[src/rtl/adc_poll_pkg.sv]
// Shared types and constants for the ADS1115-class polling sequencer.
package adc_poll_pkg;

  typedef enum logic [2:0] {
    StIdle,
    StCfgReq,
    StCfgWait,
    StPtrReq,
    StPtrWait,
    StInterval,
    StRdReq,
    StRdWait
  } state_e;

  localparam logic [7:0] PTR_CONV = 8'h00;
  localparam logic [7:0] PTR_CFG  = 8'h01;

  localparam logic [1:0] NB_CFG = 2'd3;
  localparam logic [1:0] NB_PTR = 2'd1;
  localparam logic [1:0] NB_RD  = 2'd2;

  typedef logic [7:0] byte_arr_t [0:2];

  // Negative samples share the lowest quartile indication.
  function automatic logic [3:0] adc_quartile_led(input logic [15:0] s);
    logic [3:0] led;
    led = 4'b0001;
    if (!s[15]) begin
      unique case (s[14:13])
        2'b00: led = 4'b0001;
        2'b01: led = 4'b0010;
        2'b10: led = 4'b0100;
        2'b11: led = 4'b1000;
        default: led = 4'b0001;
      endcase
    end
    return led;
  endfunction

endpackage

[src/rtl/adc_poll_ctrl.sv]
// Sequencer driving i2c_master: configure the ADC, point at the conversion
// register, then read it back at a fixed interval and publish the sample.
import adc_poll_pkg::*;

module adc_poll_ctrl #(
  parameter logic [6:0]  SLAVE_ADDR     = 7'h48,
  parameter logic [15:0] CONFIG_WORD    = 16'h8483,
  parameter int unsigned POLL_CYCLES    = 100000,
  parameter int unsigned TIMEOUT_CYCLES = 1000000
) (
  input  logic       clk,
  input  logic       reset,
  input  logic       enable,
  output logic       transaction_start,
  output logic       rd_nwr,
  output logic [6:0] slave_addr,
  output logic [7:0] din [0:2],
  output logic [1:0] transaction_bytes_num,
  input  logic [7:0] dout [0:2],
  input  logic       transaction_done,
  output logic [15:0] sample,
  output logic       sample_valid,
  output logic [3:0] led,
  output logic [7:0] timeout_count
);

  localparam int unsigned CntMax = (POLL_CYCLES > TIMEOUT_CYCLES) ? POLL_CYCLES : TIMEOUT_CYCLES;
  localparam int unsigned CntW   = $clog2(CntMax + 1);
  localparam logic [CntW-1:0] TmoLast  = CntW'(TIMEOUT_CYCLES - 1);
  localparam logic [CntW-1:0] PollLast = CntW'(POLL_CYCLES - 1);

  state_e          state_q, state_d;
  logic [CntW-1:0] cnt_q, cnt_d;
  logic            start_q, start_d;
  logic            rd_nwr_q, rd_nwr_d;
  byte_arr_t       din_q, din_d;
  logic [1:0]      bytes_q, bytes_d;
  logic [15:0]     sample_q, sample_d;
  logic            valid_q, valid_d;
  logic [3:0]      led_q, led_d;
  logic [7:0]      tc_q, tc_d;
  logic            wait_expired;
  logic [15:0]     rd_word;
  logic            unused_dout2;

  assign rd_word      = {dout[0], dout[1]};
  assign unused_dout2 = ^dout[2];
  assign wait_expired = (cnt_q == TmoLast);

  always_comb begin
    state_d  = state_q;
    cnt_d    = cnt_q;
    start_d  = 1'b0;
    rd_nwr_d = rd_nwr_q;
    din_d    = din_q;
    bytes_d  = bytes_q;
    sample_d = sample_q;
    valid_d  = 1'b0;
    led_d    = led_q;
    tc_d     = tc_q;

    unique case (state_q)
      StIdle: begin
        if (enable) state_d = StCfgReq;
      end
      StCfgReq: state_d = StCfgWait;
      StPtrReq: state_d = StPtrWait;
      StRdReq:  state_d = StRdWait;
      StCfgWait, StPtrWait, StRdWait: begin
        cnt_d = cnt_q + 1'b1;
        // A done arriving on the expiry cycle still counts as success.
        if (transaction_done) begin
          if (state_q == StCfgWait) begin
            state_d = enable ? StPtrReq : StIdle;
          end else begin
            state_d = StInterval;
          end
          if (state_q == StRdWait) begin
            sample_d = rd_word;
            valid_d  = 1'b1;
            led_d    = adc_quartile_led(rd_word);
          end
        end else if (wait_expired) begin
          state_d = enable ? StCfgReq : StIdle;
          if (tc_q != 8'hff) tc_d = tc_q + 8'd1;
        end
      end
      StInterval: begin
        cnt_d = cnt_q + 1'b1;
        if (cnt_q == PollLast) state_d = enable ? StRdReq : StIdle;
      end
      default: state_d = StIdle;
    endcase

    // Request fields are loaded on entry so they are valid during the REQ
    // cycle and held through the matching WAIT.
    if (state_d != state_q) begin
      cnt_d = '0;
      case (state_d)
        StCfgReq: begin
          start_d  = 1'b1;
          rd_nwr_d = 1'b0;
          din_d[0] = PTR_CFG;
          din_d[1] = CONFIG_WORD[15:8];
          din_d[2] = CONFIG_WORD[7:0];
          bytes_d  = NB_CFG;
        end
        StPtrReq: begin
          start_d  = 1'b1;
          rd_nwr_d = 1'b0;
          din_d[0] = PTR_CONV;
          bytes_d  = NB_PTR;
        end
        StRdReq: begin
          start_d  = 1'b1;
          rd_nwr_d = 1'b1;
          bytes_d  = NB_RD;
        end
        default: ;
      endcase
    end
  end

  always_ff @(posedge clk or posedge reset) begin
    if (reset) begin
      state_q  <= StIdle;
      cnt_q    <= '0;
      start_q  <= 1'b0;
      rd_nwr_q <= 1'b0;
      din_q    <= '{default: 8'h00};
      bytes_q  <= 2'd0;
      sample_q <= 16'h0000;
      valid_q  <= 1'b0;
      led_q    <= 4'b0000;
      tc_q     <= 8'h00;
    end else begin
      state_q  <= state_d;
      cnt_q    <= cnt_d;
      start_q  <= start_d;
      rd_nwr_q <= rd_nwr_d;
      din_q    <= din_d;
      bytes_q  <= bytes_d;
      sample_q <= sample_d;
      valid_q  <= valid_d;
      led_q    <= led_d;
      tc_q     <= tc_d;
    end
  end

  assign transaction_start     = start_q;
  assign rd_nwr                = rd_nwr_q;
  assign slave_addr            = SLAVE_ADDR;
  assign din                   = din_q;
  assign transaction_bytes_num = bytes_q;
  assign sample                = sample_q;
  assign sample_valid          = valid_q;
  assign led                   = led_q;
  assign timeout_count         = tc_q;

endmodule

[config.mk]
export PLATFORM = sky130hd
export DESIGN_NAME = adc_poll_ctrl
export DESIGN_NICKNAME = d
export VERILOG_FILES = /design/src/rtl/adc_poll_pkg.sv /design/src/rtl/adc_poll_ctrl.sv
export SDC_FILE = /design/constraint.sdc
export NUM_CORES = 1
export LEC_CHECK = 0
export CAP_MARGIN = 20
export CORE_ASPECT_RATIO = 1.25
export CORE_UTILIZATION = 40
export DETAILED_ROUTE_END_ITERATION = 10
export GPL_TIMING_DRIVEN = 0
export HOLD_SLACK_MARGIN = 0.03
export PLACE_DENSITY = 0.69
export SETUP_SLACK_MARGIN = 0.4
export SLEW_MARGIN = 20
export SYNTH_ARGS = -nofsm -noshare
export SYNTH_HDL_FRONTEND = slang
export SYNTH_SLANG_ARGS = --single-unit
[constraint.sdc]
create_clock -name clk -period 2.8 [get_ports clk]
set_input_delay 0.56 -clock clk [delete_from_list [all_inputs] [get_ports clk]]
set_output_delay 0.56 -clock clk [all_outputs]
set_load 0.005 [all_outputs]
; ---- Yosys cells after proc, flatten, opt, wreduce, memory -nomap -nowiden
; Index checks and enable logic that the tools add are counted.
[word_totals]
inputBits = 28
output_inout_bits = 64
reg_bits = 66
[classes]
n_reduce_logical = 16
addsub = 2
n_eq_ne = 17
bitwise = 1
mux = 21
[ops]
columns = op, n
row1 = $mux W20, 2
row2 = $add A20 B1 Y20 const B, 1
row3 = $eq A20 B17 Y1 const B, 1
row4 = $eq A20 B20 Y1 const B, 1
row5 = $mux W3, 6
row6 = $pmux W3 S6, 1
row7 = $pmux W4 S4, 1
row8 = $pmux W8 S2, 1
row9 = $eq A3 B3 Y1 const B, 5
row10 = $eq A3 B2 Y1 const B, 3
row11 = $add A8 B1 Y8 const B, 1
row12 = $ne A8 B8 Y1 const B, 1
row13 = $reduce_and A2 Y1, 4
row14 = $eq A3 B1 Y1 const B, 2
row15 = $mux W1, 6
row16 = $pmux W2 S3, 1
row17 = $reduce_bool A2 Y1, 3
row18 = $reduce_or A3 Y1, 2
row19 = $eq A2 B2 Y1 const B, 2
row20 = $mux W4, 1
row21 = $reduce_and A4 Y1, 1
row22 = $reduce_or A4 Y1, 1
row23 = $logic_not A3 Y1, 1
row24 = $ne A3 B3 Y1, 1
row25 = 8 further kinds, 8

; ---- Depth between registers and ports, before layout
[logic_depth]
depth_word = 8
ltp_mapped = 8
mapped_depth_nobuf = 7

; ---- Worst setup path after synthesis
; Ideal clock, no wire load.
[synth_path]
path_kind = reg2reg
from = register cnt_q[6]
to = register din_q, in the netlist din[16]
path_stages_with_launch = 7
n_path_buf = 0
path_slack_ps = 300
setup_time_ps = 125
period_less_slack_ps = 2500
t_arrival_ps = 2375
path_cell_list = dfrtp_1 or4b_4 nor4_4 a41o_1 a21oi_2 o31ai_4 mux2_4
[synth_via]
elab_chain_cells = 7
elab_cells_between_ends = 12
[synth_rtl]
columns = element, line
row1 = start: declaration, adc_poll_ctrl.sv:33  ; logic [CntW-1:0] cnt_q, cnt_d;
row2 = start signal: assignment, adc_poll_ctrl.sv:138  ; cnt_q <= cnt_d;
row3 = $eq A20 B20 Y1, adc_poll_ctrl.sv:48  ; assign wait_expired = (cnt_q == TmoLast);
row4 = $mux W3, adc_poll_ctrl.sv:83  ; end else if (wait_expired) begin
row5 = $mux W3, adc_poll_ctrl.sv:72  ; if (transaction_done) begin
row6 = $pmux W3 S6 (*), adc_poll_ctrl.sv:62  ; unique case (state_q)
row7 = $eq A3 B2 Y1 / $eq A3 B1 Y1 (equally long branches), adc_poll_ctrl.sv:99  ; case (state_d)
row8 = $reduce_bool A2 Y1 (no line), n/a
row9 = $reduce_and A2 Y1 (no line), n/a
row10 = end signal: assignment, adc_poll_ctrl.sv:141  ; din_q <= din_d;
row11 = end: declaration, adc_poll_ctrl.sv:36  ; byte_arr_t din_q, din_d;
; Every way passes the cells marked *; elsewhere a longest branch is shown, timed or not. The select of a mux whose other input is x is not followed.
; A chain may end at the register's enable or synchronous reset.

; ---- Worst setup path after layout
[layout_path]
from = register cnt_q[12]
to = register cnt_q[9]
[layout_via]
elab_chain_cells = 6
elab_cells_between_ends = 9
[layout_rtl]
columns = element, line
row1 = $eq A20 B20 Y1, adc_poll_ctrl.sv:48
row2 = $mux W3, adc_poll_ctrl.sv:83
row3 = $mux W3, adc_poll_ctrl.sv:72
row4 = $pmux W3 S6 (*), adc_poll_ctrl.sv:62
row5 = $ne A3 B3 Y1 (*), adc_poll_ctrl.sv:97  ; if (state_d != state_q) begin
row6 = $mux W20 / $reduce_bool A2 Y1 (equally long branches), n/a
; Every way passes the cells marked *; elsewhere a longest branch is shown, timed or not.

==> reports/qor.txt <==
==================================================================================================
Placed inst area ....................................................................   4010 sq um
Total global routing overflow .......................................................            0
Number of nets still failing antenna checks after routing ...........................            0
Cell Area, Synth ....................................................................   3200 sq um
Capturing element type of the critical path .........................................     register
Category of the critical setup timing path .......................................... register to register
WL met1 .............................................................................      3050 um
Crit-path max FO ....................................................................            5
Maximum clock skew at final layout ..................................................   0.00630 ns
Worst setup SP type .................................................................     register
Commonest cells in the netlist ...................................................... 63 x nand2_1, 58 x dfrtp_1, 31 x buf_4
Clock tree from TritonCTS ...........................................................          yes
Synthesized instance count ..........................................................          340
Via count ...........................................................................         2757
Final clock period utilization by the worst path ....................................        84.9%
HPWL after detailed placement .......................................................      4910 um
Routed wire per std cell ............................................................      13.3 um
Final wirelength ....................................................................      7240 um
Leading area contributor after synthesis ............................................      dfrtp_1
Worst-case vdd ir drop ..............................................................     0.350 mV
R2R cell count ......................................................................            7
Die boundary height .................................................................       102 um
Total count of hold-check failures in the final report ..............................            0
I/O pin cnt .........................................................................           92
Clock transition time at the flip-flop clock pins of the worst setup and hold paths .      0.07 ns
Via count normalized by instance count ..............................................         5.08
Peak clock frequency supported by timing ............................................    0.420 GHz
Full die area .......................................................................   8370 sq um
Syn_area_per_cell ...................................................................   9.42 sq um
I/O Buffers .........................................................................           57
Seq cells post-synth ................................................................           58
Worst-margin pin slew ...............................................................     0.702 ns
Depth of the critical timing path with buffers and inverters included ...............            7
Netlist cell types ..................................................................           62
Vias in the first global route ......................................................         2592
Worst reg2reg setup slack ...........................................................      0.42 ns
Fraction of the yosys area taken by sequential cells ................................        45.3%
Final critical-path required period .................................................      2.38 ns
Fraction of layout cells with a size suffix above 1 .................................        22.8%
Share of flip-flops with an asynchronous set or reset after synthesis ...............         100%
Ys flop type ........................................................................      dfrtp_1
Area share of the leading cell type in the synthesized netlist ......................        45.3%
Multi-input combinational cell area .................................................   1610 sq um
Worst-path cell chain ............................................................... or4b_4, or4_4, o211a_1, a211oi_2, a221o_2, buf_6, nor3_1
Storage element area ................................................................   1450 sq um
Number of clock sinks ...............................................................           58
Starting density of the core ........................................................        41.1%
Max clock buf depth .................................................................            2
Number of buffers created by CTS ....................................................            9
Run status ..........................................................................    completed
Antenna violations before repair ....................................................            0
RSZ-0062 raised after global routing ................................................         true
Required time worst endpoint ........................................................      3.01 ns
Worst reg2reg path startpoint .......................................................    cnt_q[12]
Largest incremental delay on the critical path ......................................      0.58 ns
Endpoint of the most critical register-to-register path .............................     cnt_q[9]
Number of filler cells placed in the layout .........................................          694
Number of synthesized flops with an enable pin ......................................            0
Max-slew violation count ............................................................            0
Ratio of total power to cell area ...................................................  546 nW/um^2
Area growth from synthesis to layout ................................................        39.2%
Wire length of the first global-routing pass ........................................     11900 um
Leak pwr ............................................................................      2.07 nW
Worst Path Arrival ..................................................................      2.59 ns
Routability-driven placement congestion ratio .......................................        0.893
Antenna diode count .................................................................            0
Number of max-cap violations ........................................................            0
H-Tree Depth ........................................................................            3
CP max stage cell ...................................................................       or4b_4
Routed met2 length ..................................................................      3570 um
End-of-flow core utilization ........................................................        57.2%
NumNets Final .......................................................................          473
Post-route cell area ................................................................   4460 sq um
All-layer global routing usage ......................................................        19.0%
Sum of met3 wire segment lengths after detailed routing .............................       452 um
Buffers & Inverters on Critical Path ................................................            1
Highest layer used for signal routing ...............................................         met4
Headroom to the max-slew limit ......................................................        53.2%
Yosys warning total .................................................................            0
Cell with the most instances after synthesis ........................................      nand2_1
Placeable core area .................................................................   7790 sq um
Class of the tightest hold or removal check ......................................... register to register
DRC viols ...........................................................................            0
Synth top area cells ................................................................ dfrtp_1 45%, nand2_1 7.4%, buf_4 7.3%, nor3_1 4.4%, xnor2_1 4.1%
Setup crit end ......................................................................     cnt_q[9]
Worst path top cell family by delay ................................................. simple AND/OR/NAND/NOR gates
Hold-fix buffers, CTS ...............................................................            0
Number of design-rule violations left by the first detailed-router iteration ........          151
Setup-violating endpoint count in the final report ..................................            0
Number of cell rows .................................................................           36
Later-pin clock latency in the skew report ..........................................      0.34 ns
Worst setup path start ..............................................................    cnt_q[12]
Clock root buffer ...................................................................     clkbuf_8
First drt pass iteration count ......................................................            5
Overall die width ...................................................................      82.0 um
Largest net degree at the start of global routing ...................................           59
==================================================================================================
[worst reg2reg max path: stages (launching register included)]
cell	delay, ns
dfrtp_1	0.39
or4b_4	0.58
or4_4	0.44
o211a_1	0.24
a211oi_2	0.14
a221o_2	0.26
buf_6	0.15
nor3_1	0.06
[report_power, final]
group | leakage (nW) | total (mW) | switching [mW] | internal (mW)
Clock | 0.112 | 0.873 | 0.347 | 0.526
Combinational | 1.18 | 0.580 | 0.278 | 0.302
Sequential | 0.774 | 0.981 | 0.0608 | 0.920
[layout by cell type (no fill, tap or decap), types with 2 or more instances in the layout]
cell	netlist	final
nor3_1	28	20
buf_6	0	6
clkbuf_8	3	13
mux2i_1	2	2
clkinv_4	0	2
conb_1	2	25
and4_1	2	2
clkdlybuf4s50_1	0	57
nor3_2	0	8
clkbuf_2	0	4
and3_1	5	5
nand2_1	63	63
o41ai_1	3	3
or2b_4	1	2
bufinv_16	0	2
a21oi_2	1	2
nor3b_1	2	2
a21oi_1	7	6
nor2_1	16	16
buf_4	31	37
xnor2_1	15	14
inv_1	13	12
clkbuf_1	6	3
nand4_1	6	6
or4_4	0	2
xor2_1	11	11
nand3_1	9	9
clkinv_2	1	2
o31ai_1	3	2
dfrtp_1	58	58
nand2b_1	3	3
o21ai_0	6	5
and2_1	3	3
[cells by family after synthesis]
kind of cell / Yosys count / share of synthesized area [%]
xor+xnor: 26 / 7.11
flops: 58 / 45.3
other cells: 2 / 0.235
mux: 4 / 1.45
buf+inv: 56 / 11.2
compound gates: 38 / 9.54
simple gates: 154 / 24.4
fa+ha+maj: 2 / 0.781
[metal layers]
metal	global-route usage, %	vias up
li1	-	1324
met1	23.2	1313
met2	30.3	102
met3	4.38	18
met4	11.2	0
met5	0	-
[repair_timing]
action | in CTS | in global routing
gates cloned | 2 | 0
setup endpoints to repair | 35 | 41
setup buffers | 10 | 0
pin swaps | 14 | 6
gates resized for setup | 24 | 8
[through the flow]
step / setup TNS, ns / hold WS [ns] / power [mW] / cells / setup WS (ns)
after floorplan: 0 / 0.467 / 1.29 / 363 / 0.392
after global placement: -13.43 / 0.459 / 1.46 / 515 / -0.235
after detailed placement: 0 / 0.461 / 1.48 / 515 / 0.0855
after CTS: 0 / 0.481 / 2.45 / 543 / 0.362
after global routing: 0 / 0.496 / 2.56 / 543 / 0.382
final: 0 / 0.472 / 2.43 / 543 / 0.422
[state kept, by name, summed over array words and instances (netlist names)]
register,cells
state_q,3
sample_valid,1
led,4
sample,16
rd_nwr,1
cnt_q,20
transaction_bytes_num,2
din,2
timeout_count,8
transaction_start,1
[area by class of cell]
type / instances / share of cell area (%)
Tap cell: 95 / 2.67
Inverter: 15 / 1.35
Sequential cell: 58 / 32.6
Multi-Input combinational cell: 249 / 36.1
Clock buffer: 10 / 3.09
Timing Repair Buffer: 69 / 15.2
Buffer: 41 / 7.02
Clock inverter: 6 / 2.02
[worst min path at each step]
stage	startpoint	end	slack [ns]	cells after the start
floorplan	led[1]	led[1]	0.47	2
global placement	sample[7]	sample[7]	0.46	2
detailed placement	led[2]	led[2]	0.46	2
CTS	sample[7]	sample[7]	0.48	2
global route	rd_nwr	rd_nwr	0.50	1
finish	sample[7]	sample[7]	0.47	2
Note: power is estimated with default switching activity, not from simulation.
